===== src/rtl/pong_pkg.sv =====
`default_nettype none
// ============================================================================
//  Module      : pong_pkg
//  Description : Shared playfield geometry, ball-controller state encoding
//                and direction encoding for the pong game logic.
//  Contents    : c_* geometry constants, state_e, dir_e, dir_flip()
//  Revision    : 1.0 - initial release
// ============================================================================
package pong_pkg;

    // Playfield and object geometry (pixels)
    localparam int c_h_res       = 640;
    localparam int c_v_res       = 480;
    localparam int c_ball        = 8;
    localparam int c_step        = 2;
    localparam int c_paddle_w    = 8;
    localparam int c_paddle_h    = 64;
    localparam int c_pl_x        = 16;
    localparam int c_pr_x        = 616;
    localparam int c_point_ticks = 60;
    localparam int c_win_score   = 9;

    // Game-flow states
    typedef enum logic [1:0] {
        ST_IDLE  = 2'd0,
        ST_PLAY  = 2'd1,
        ST_POINT = 2'd2,
        ST_OVER  = 2'd3
    } state_e;

    // Axis direction: POS = right (x) or down (y)
    typedef enum logic {
        DIR_NEG = 1'b0,
        DIR_POS = 1'b1
    } dir_e;

    function automatic dir_e dir_flip(input dir_e d);
        return (d == DIR_POS) ? DIR_NEG : DIR_POS;
    endfunction

endpackage
`default_nettype wire


===== src/rtl/ball_controller.sv =====
`default_nettype none
// ============================================================================
//  Module      : ball_controller
//  Description : Pong game logic. Moves the ball once per tick, bounces it
//                off the top/bottom walls and both paddles, detects goals,
//                keeps score and sequences IDLE/PLAY/POINT/OVER.
//  Ports       : clk, rst (async, active-high)
//                tick      - frame-rate movement strobe
//                start     - serve / new-game request (level)
//                pl_y/pr_y - left/right paddle top edge
//                ball_x/y  - ball top-left corner
//                hit/wall/goal - one-cycle event strobes
//                score_l/r - player scores, game_over - high in OVER
//  Revision    : 1.0 - initial release
// ============================================================================
module ball_controller
    import pong_pkg::*;
#(
    parameter int H_RES       = c_h_res,
    parameter int V_RES       = c_v_res,
    parameter int BALL        = c_ball,
    parameter int STEP        = c_step,
    parameter int PADDLE_W    = c_paddle_w,
    parameter int PADDLE_H    = c_paddle_h,
    parameter int PL_X        = c_pl_x,
    parameter int PR_X        = c_pr_x,
    parameter int POINT_TICKS = c_point_ticks,
    parameter int WIN_SCORE   = c_win_score
) (
    input  logic       clk,
    input  logic       rst,
    input  logic       tick,
    input  logic       start,
    input  logic [9:0] pl_y,
    input  logic [9:0] pr_y,
    output logic [9:0] ball_x,
    output logic [9:0] ball_y,
    output logic       hit,
    output logic       wall,
    output logic       goal,
    output logic [3:0] score_l,
    output logic [3:0] score_r,
    output logic       game_over
);

    localparam int                 c_cnt_w    = $clog2(POINT_TICKS + 1);
    localparam logic [10:0]        c_stp      = 11'(STEP);
    localparam logic [10:0]        c_bw       = 11'(BALL);
    localparam logic [10:0]        c_x_max    = 11'(H_RES - BALL);
    localparam logic [10:0]        c_y_max    = 11'(V_RES - BALL);
    localparam logic [10:0]        c_pr_face  = 11'(PR_X);
    localparam logic [10:0]        c_pr_stop  = 11'(PR_X - BALL);
    localparam logic [10:0]        c_pl_face  = 11'(PL_X + PADDLE_W);
    localparam logic [10:0]        c_pad_h    = 11'(PADDLE_H);
    localparam logic [9:0]         c_x_ctr    = 10'((H_RES - BALL) / 2);
    localparam logic [9:0]         c_y_ctr    = 10'((V_RES - BALL) / 2);
    localparam logic [c_cnt_w-1:0] c_cnt_last = c_cnt_w'(POINT_TICKS - 1);
    localparam logic [3:0]         c_win      = 4'(WIN_SCORE);

    state_e               state_q,   state_d;
    logic [9:0]           x_q,       x_d;
    logic [9:0]           y_q,       y_d;
    dir_e                 dx_q,      dx_d;
    dir_e                 dy_q,      dy_d;
    logic [3:0]           score_l_q, score_l_d;
    logic [3:0]           score_r_q, score_r_d;
    logic [c_cnt_w-1:0]   cnt_q,     cnt_d;
    logic                 hit_q,     hit_d;
    logic                 wall_q,    wall_d;
    logic                 goal_q,    goal_d;

    // Candidate move and collision terms, all in 11 bits so that x+BALL and
    // paddle_top+PADDLE_H never wrap.
    logic [10:0] w_x, w_y, w_nx, w_ny, w_pl_top, w_pr_top;
    logic        w_wall, w_hit_r, w_hit_l, w_goal_l, w_goal_r;

    // ------------------------------------------------------------------------
    // State register
    // ------------------------------------------------------------------------
    always_ff @(posedge clk or posedge rst) begin
        if (rst) begin
            state_q   <= ST_IDLE;
            x_q       <= c_x_ctr;
            y_q       <= c_y_ctr;
            dx_q      <= DIR_POS;
            dy_q      <= DIR_POS;
            score_l_q <= 4'd0;
            score_r_q <= 4'd0;
            cnt_q     <= '0;
            hit_q     <= 1'b0;
            wall_q    <= 1'b0;
            goal_q    <= 1'b0;
        end else begin
            state_q   <= state_d;
            x_q       <= x_d;
            y_q       <= y_d;
            dx_q      <= dx_d;
            dy_q      <= dy_d;
            score_l_q <= score_l_d;
            score_r_q <= score_r_d;
            cnt_q     <= cnt_d;
            hit_q     <= hit_d;
            wall_q    <= wall_d;
            goal_q    <= goal_d;
        end
    end

    // ------------------------------------------------------------------------
    // Candidate position and collision detection
    // ------------------------------------------------------------------------
    always_comb begin
        w_x      = {1'b0, x_q};
        w_y      = {1'b0, y_q};
        w_pl_top = {1'b0, pl_y};
        w_pr_top = {1'b0, pr_y};
        w_wall   = 1'b0;

        // Moving toward 0 saturates instead of underflowing.
        if (dx_q == DIR_POS)    w_nx = w_x + c_stp;
        else if (w_x <= c_stp)  w_nx = '0;
        else                    w_nx = w_x - c_stp;

        if (dy_q == DIR_POS)    w_ny = w_y + c_stp;
        else if (w_y <= c_stp)  w_ny = '0;
        else                    w_ny = w_y - c_stp;

        if (w_ny == '0) begin
            w_wall = 1'b1;
        end else if (w_ny >= c_y_max) begin
            w_ny   = c_y_max;
            w_wall = 1'b1;
        end

        // A paddle bounce needs the ball to cross the paddle face this tick
        // while vertically overlapping the paddle at its new height.
        w_hit_r = (dx_q == DIR_POS)
               && (w_x + c_bw <= c_pr_face)
               && (w_nx + c_bw >= c_pr_face)
               && (w_ny + c_bw > w_pr_top)
               && (w_ny < w_pr_top + c_pad_h);

        w_hit_l = (dx_q == DIR_NEG)
               && (w_x >= c_pl_face)
               && (w_nx <= c_pl_face)
               && (w_ny + c_bw > w_pl_top)
               && (w_ny < w_pl_top + c_pad_h);

        w_goal_l = (w_nx >= c_x_max);
        w_goal_r = (w_nx == '0);
    end

    // ------------------------------------------------------------------------
    // Next-state logic
    // ------------------------------------------------------------------------
    always_comb begin
        state_d   = state_q;
        x_d       = x_q;
        y_d       = y_q;
        dx_d      = dx_q;
        dy_d      = dy_q;
        score_l_d = score_l_q;
        score_r_d = score_r_q;
        cnt_d     = cnt_q;
        hit_d     = 1'b0;
        wall_d    = 1'b0;
        goal_d    = 1'b0;

        case (state_q)
            ST_IDLE: begin
                if (start) state_d = ST_PLAY;
            end

            ST_PLAY: begin
                if (tick) begin
                    x_d    = w_nx[9:0];
                    y_d    = w_ny[9:0];
                    wall_d = w_wall;
                    if (w_wall) dy_d = dir_flip(dy_q);

                    // Paddle bounce wins over goal.
                    if (w_hit_r) begin
                        x_d   = c_pr_stop[9:0];
                        dx_d  = DIR_NEG;
                        hit_d = 1'b1;
                    end else if (w_hit_l) begin
                        x_d   = c_pl_face[9:0];
                        dx_d  = DIR_POS;
                        hit_d = 1'b1;
                    end else if (w_goal_l) begin
                        x_d       = c_x_max[9:0];
                        goal_d    = 1'b1;
                        score_l_d = score_l_q + 4'd1;
                        cnt_d     = '0;
                        state_d   = ST_POINT;
                    end else if (w_goal_r) begin
                        x_d       = '0;
                        goal_d    = 1'b1;
                        score_r_d = score_r_q + 4'd1;
                        cnt_d     = '0;
                        state_d   = ST_POINT;
                    end
                end
            end

            ST_POINT: begin
                if (tick) begin
                    if (cnt_q == c_cnt_last) begin
                        // dx is left as-is: it still points at the side
                        // that conceded, which is who serves next.
                        cnt_d = '0;
                        x_d   = c_x_ctr;
                        y_d   = c_y_ctr;
                        dy_d  = DIR_POS;
                        if (score_l_q == c_win || score_r_q == c_win)
                            state_d = ST_OVER;
                        else
                            state_d = ST_IDLE;
                    end else begin
                        cnt_d = cnt_q + 1'b1;
                    end
                end
            end

            ST_OVER: begin
                if (start) begin
                    score_l_d = 4'd0;
                    score_r_d = 4'd0;
                    x_d       = c_x_ctr;
                    y_d       = c_y_ctr;
                    dy_d      = DIR_POS;
                    state_d   = ST_IDLE;
                end
            end

            default: state_d = ST_IDLE;
        endcase
    end

    // ------------------------------------------------------------------------
    // Outputs
    // ------------------------------------------------------------------------
    always_comb begin
        ball_x    = x_q;
        ball_y    = y_q;
        hit       = hit_q;
        wall      = wall_q;
        goal      = goal_q;
        score_l   = score_l_q;
        score_r   = score_r_q;
        game_over = (state_q == ST_OVER);
    end

endmodule
`default_nettype wire


===== config.mk =====
export PLATFORM = sky130hd
export DESIGN_NAME = ball_controller
export DESIGN_NICKNAME = d
export VERILOG_FILES = /design/src/rtl/pong_pkg.sv /design/src/rtl/ball_controller.sv
export SDC_FILE = /design/constraint.sdc
export NUM_CORES = 1
export LEC_CHECK = 0
export ABC_AREA = 1
export ABC_CLOCK_PERIOD_IN_PS = 4750
export CAP_MARGIN = 20
export CORE_ASPECT_RATIO = 0.75
export CORE_MARGIN = 5
export CORE_UTILIZATION = 47
export DETAILED_ROUTE_END_ITERATION = 10
export GPL_TIMING_DRIVEN = 0
export PLACE_DENSITY = 0.69
export SLEW_MARGIN = 20
export SYNTH_ARGS = -nofsm -noshare
export SYNTH_HDL_FRONTEND = slang
export SYNTH_SLANG_ARGS = --single-unit

===== constraint.sdc =====
create_clock -name clk -period 4.75 [get_ports clk]
set_input_delay 0.95 -clock clk [delete_from_list [all_inputs] [get_ports clk]]
set_output_delay 0.95 -clock clk [all_outputs]
set_load 0.02 [all_outputs]

==> reports/qor.csv <==
stage,metric,value,unit
sta,Worst-Margin Slew,0.8435,ns
floorplanning,die area,11780,sq um
power,VDD IR max,0.3628,mV
global_routing,Global Route Usage Sum,22.72,%
worst_setup_path,flop-to-flop setup slack,0.27,ns
worst_setup_path,delay of the slowest cell on the worst path,0.54,ns
yosys,top-area cell type share of the netlist area,15.93,%
yosys,top area cells in the synthesized netlist,"sky130_fd_sc_hd__dfrtp_1 16%, sky130_fd_sc_hd__ha_1 15%, sky130_fd_sc_hd__nand2_1 13%",
yosys,count of yosys warnings during synthesis,0,
global_routing,total congestion overflow after global routing,0,
global_routing,first-pass GRT wire length,21310,um
floorplanning,boundary pin count,56,
sta,crit share post-route,94.30,%
clock_network,"Clk Latency, worst-skew pair",0.29,ns
detailed_routing,DRT antenna net count,0,
detailed_routing,mean number of vias per cell,5.398,
floorplanning,# rows,31,
worst_setup_path,crit-path max FO,6,
sta,count of final max-slew check failures,0,
worst_setup_path,data required time at the worst endpoint,4.93,ns
cells_and_area,ant diodes,0,
worst_setup_path,Critical Path End Type,flop,
global_routing,via count of the first global-routing pass,4323,
run,# Max-Cap Violations,0,
worst_setup_path,startpoint types,flop,
clock_network,cts bufs inserted,5,
placed_design,number of input and output port buffers inserted,55,
detailed_routing,drt wl/cell,14.63,um
worst_setup_path,cell with the biggest individual delay on the critical path,sky130_fd_sc_hd__dfstp_2,
cells_and_area,final instance area,5705,sq um
detailed_routing,DRC violations left,0,
min_path,"Endpoint, Worst Hold",cnt_q[1],
power,power density cells,694.5,nW/um^2
sta,highest clock rate,223.2,MHz
placed_design,post-detailed-placement half-perimeter wirelength,10180,um
power,static leakage,2.914,nW
sta,relative slew slack,43.77,%
floorplanning,starting density of the core,47.55,%
sta,setup total negative slack,0,ns
floorplanning,die span in y,95.26,um
placed_design,setup slack at placement,-0.4575,ns
sta,Worst Skew,0.004530,ns
cells_and_area,"leading cell type in the layout, fill and taps excluded",sky130_fd_sc_hd__nand2_1,
placed_design,GP Congestion,0.9801,
worst_setup_path,reg-to-reg endpoint,score_r[1],
yosys,sequential area share after synthesis,22.85,%
detailed_routing,routed via count,4820,
global_routing,initial antenna violation count,0,
cells_and_area,"commonest cells after routing, fill and taps aside","149 x sky130_fd_sc_hd__nand2_1, 98 x sky130_fd_sc_hd__inv_1, 59 x sky130_fd_sc_hd__nand3_1, 58 x sky130_fd_sc_hd__nor2_1, 55 x sky130_fd_sc_hd__clkdlybuf4s50_1",
cells_and_area,layout-stage area growth over the synthesis result,25.24,%
yosys,ys flop type,sky130_fd_sc_hd__dfrtp_1,
yosys,post-synthesis area per instance,6.699,sq um
yosys,share of async-settable or async-resettable flops after synthesis,100.0,%
sta,final worst slack,0.2707,ns
sta,final critical-path required period,4.479,ns
detailed_routing,total wire length,13070,um
worst_setup_path,category of the most critical setup path,flop to flop,
floorplanning,die outline width,123.7,um
min_path,worst hold-check path type,flop to flop,
clock_network,post-CTS clock slew at the launch and capture registers of the worst setup and hold paths,0.07,ns
worst_setup_path,source of the worst register-to-register timing path,ball_y[2],
placed_design,Cells after DPL,873,
yosys,total of flip-flops plus latches after synthesis,41,
placed_design,Post-Place Cell Area,5310,sq um
yosys,synthesized netlist cell count,680,
detailed_routing,Starting DRT DRC Count,383,
clock_network,CTS H-tree depth,2,
sta,final setup violating endpoints,0,
cells_and_area,share of layout cells above drive strength 1,14.98,%
clock_network,maximum root-to-sink buffer count,2,
yosys,cell taking the most area after synthesis,sky130_fd_sc_hd__dfrtp_1,
sta,final count of hold timing violations,0,
detailed_routing,DR pass1 iterations,6,
worst_setup_path,cell depth of the worst flop-to-flop path,32,
cells_and_area,net total in the final layout,837,
floorplanning,Core ar.,9580,sq um
yosys,cell area after synthesis,4556,sq um
clock_network,clock net sink count,41,
min_path,hold path start,cnt_q[1],
clock_network,clock tree from TritonCTS,built,
clock_network,buffer type at the clock tree root,sky130_fd_sc_hd__clkbuf_16,
global_routing,largest net degree at the start of global routing,33,
yosys,"EDFF count, synth",0,
cells_and_area,number of standard cells in the final layout excluding fillers,893,
worst_setup_path,Worst EP arrival,4.66,ns
min_path,worst hold path cell count,2,
yosys,synth unique cells,45,
status,run status,"complete, no violations",
clock_network,CTS Hold Buffers Added,0,
cells by family (layout without fill, tap and decap cells):
logic type               count (synthesis)  after routing  share of synthesized area [%]
AO/OA/AOI/OAI                           95             95                          12.50
XOR/XNOR                                24             24                          4.614
adder cells (fa/ha/maj)                 53             53                          14.56
buffers and inverters                  120            196                          10.44
flip-flops                              41             41                          22.85
other                                    1              6                        0.08232
AND/OR/NAND/NOR                        346            346                          34.96
critical path, delay by kind of cell (launching register included):
family / cells / cell delay, ns
AOI/OAI and AO/OA: 5 / 0.69
adders and majority gates: 3 / 0.64
and+or+nand+nor: 18 / 1.94
DFF: 1 / 0.54
xor gates and xnor gates: 1 / 0.18
buffers and inverters: 5 / 0.41
per-layer routing:
layer	share of wire, %	up-vias	wire [um]	track usage [%]
met4	0.84	0	110	4.055
met3	7.0	9	917	3.262
met5	0	-	0	0
li1	-	2384	-	-
met1	49	2248	6344	34.09
met2	44	179	5694	34.86
Yosys cell counts (7+ instances only):
cell type and count:
sky130_fd_sc_hd__a21oi_1 25, sky130_fd_sc_hd__dfrtp_1 29, sky130_fd_sc_hd__dfstp_2 12, sky130_fd_sc_hd__ha_1 53
sky130_fd_sc_hd__inv_1 104, sky130_fd_sc_hd__nand2_1 157, sky130_fd_sc_hd__nand2_2 13, sky130_fd_sc_hd__nand3_1 63
sky130_fd_sc_hd__nand4_1 13, sky130_fd_sc_hd__nor2_1 63, sky130_fd_sc_hd__nor2_2 7, sky130_fd_sc_hd__nor3_1 9
sky130_fd_sc_hd__nor4_1 7, sky130_fd_sc_hd__o21ai_0 26, sky130_fd_sc_hd__o22ai_1 15, sky130_fd_sc_hd__xor2_1 19
power breakdown:
group          total (mW)  internal, mW  switching, mW
logic                2.95          1.14           1.81
registers           0.669         0.495          0.173
clock network       0.348         0.196          0.153
total                3.96          1.83           2.13
state kept, by name, summed over array words and instances (netlist names):
name / count
state_q: 2
hit: 1
dx_q: 1
cnt_q: 6
score_l: 4
ball_y: 10
dy_q: 1
wall: 1
score_r: 4
ball_x: 10
goal: 1
layout make-up:
type | count | area, sq um
Fill cell | 901 | 3875
Multi-Input combinational cell | 524 | 3202
Sequential cell | 41 | 1042
Timing Repair Buffer | 70 | 675.6
Inverter | 110 | 420.4
Tap cell | 132 | 165.2
Clock buffer | 5 | 125.1
Buffer | 8 | 53.80
Clock inverter | 3 | 21.27
per-stage QoR:
step	hold slack, ns	power, mW	util [%]
2_1_floorplan	0.4683	2.536	-
3_3_place_gp	0.4906	3.242	55.22
3_5_place_dp	0.5096	3.309	55.43
4_1_cts	0.5235	3.772	57.80
5_1_grt	0.5554	4.360	59.55
6_report	0.5172	3.962	59.55
worst max path at each step:
stage / depth (start not counted) / slack [ns] / to / from
after detailed placement: 32 / -0.46 / cnt_q[0] / ball_y[1]
final: 32 / 0.27 / score_r[1] / ball_y[2]
after global placement: 34 / -0.41 / score_l[1] / ball_y[1]
after floorplan: 34 / 0.53 / score_l[0] / ball_y[2]
after global routing: 35 / -0.04 / score_r[1] / ball_y[1]
after CTS: 35 / 0.01 / score_r[1] / ball_y[1]
what timing repair did:
item | 4_1_cts | 5_1_grt
buffers inserted | 5 | 9
endpoints found under the setup margin | 29 | 29
pin swaps | 2 | 13
resized for setup | 12 | 32
Note: power is estimated with default switching activity, not from simulation.
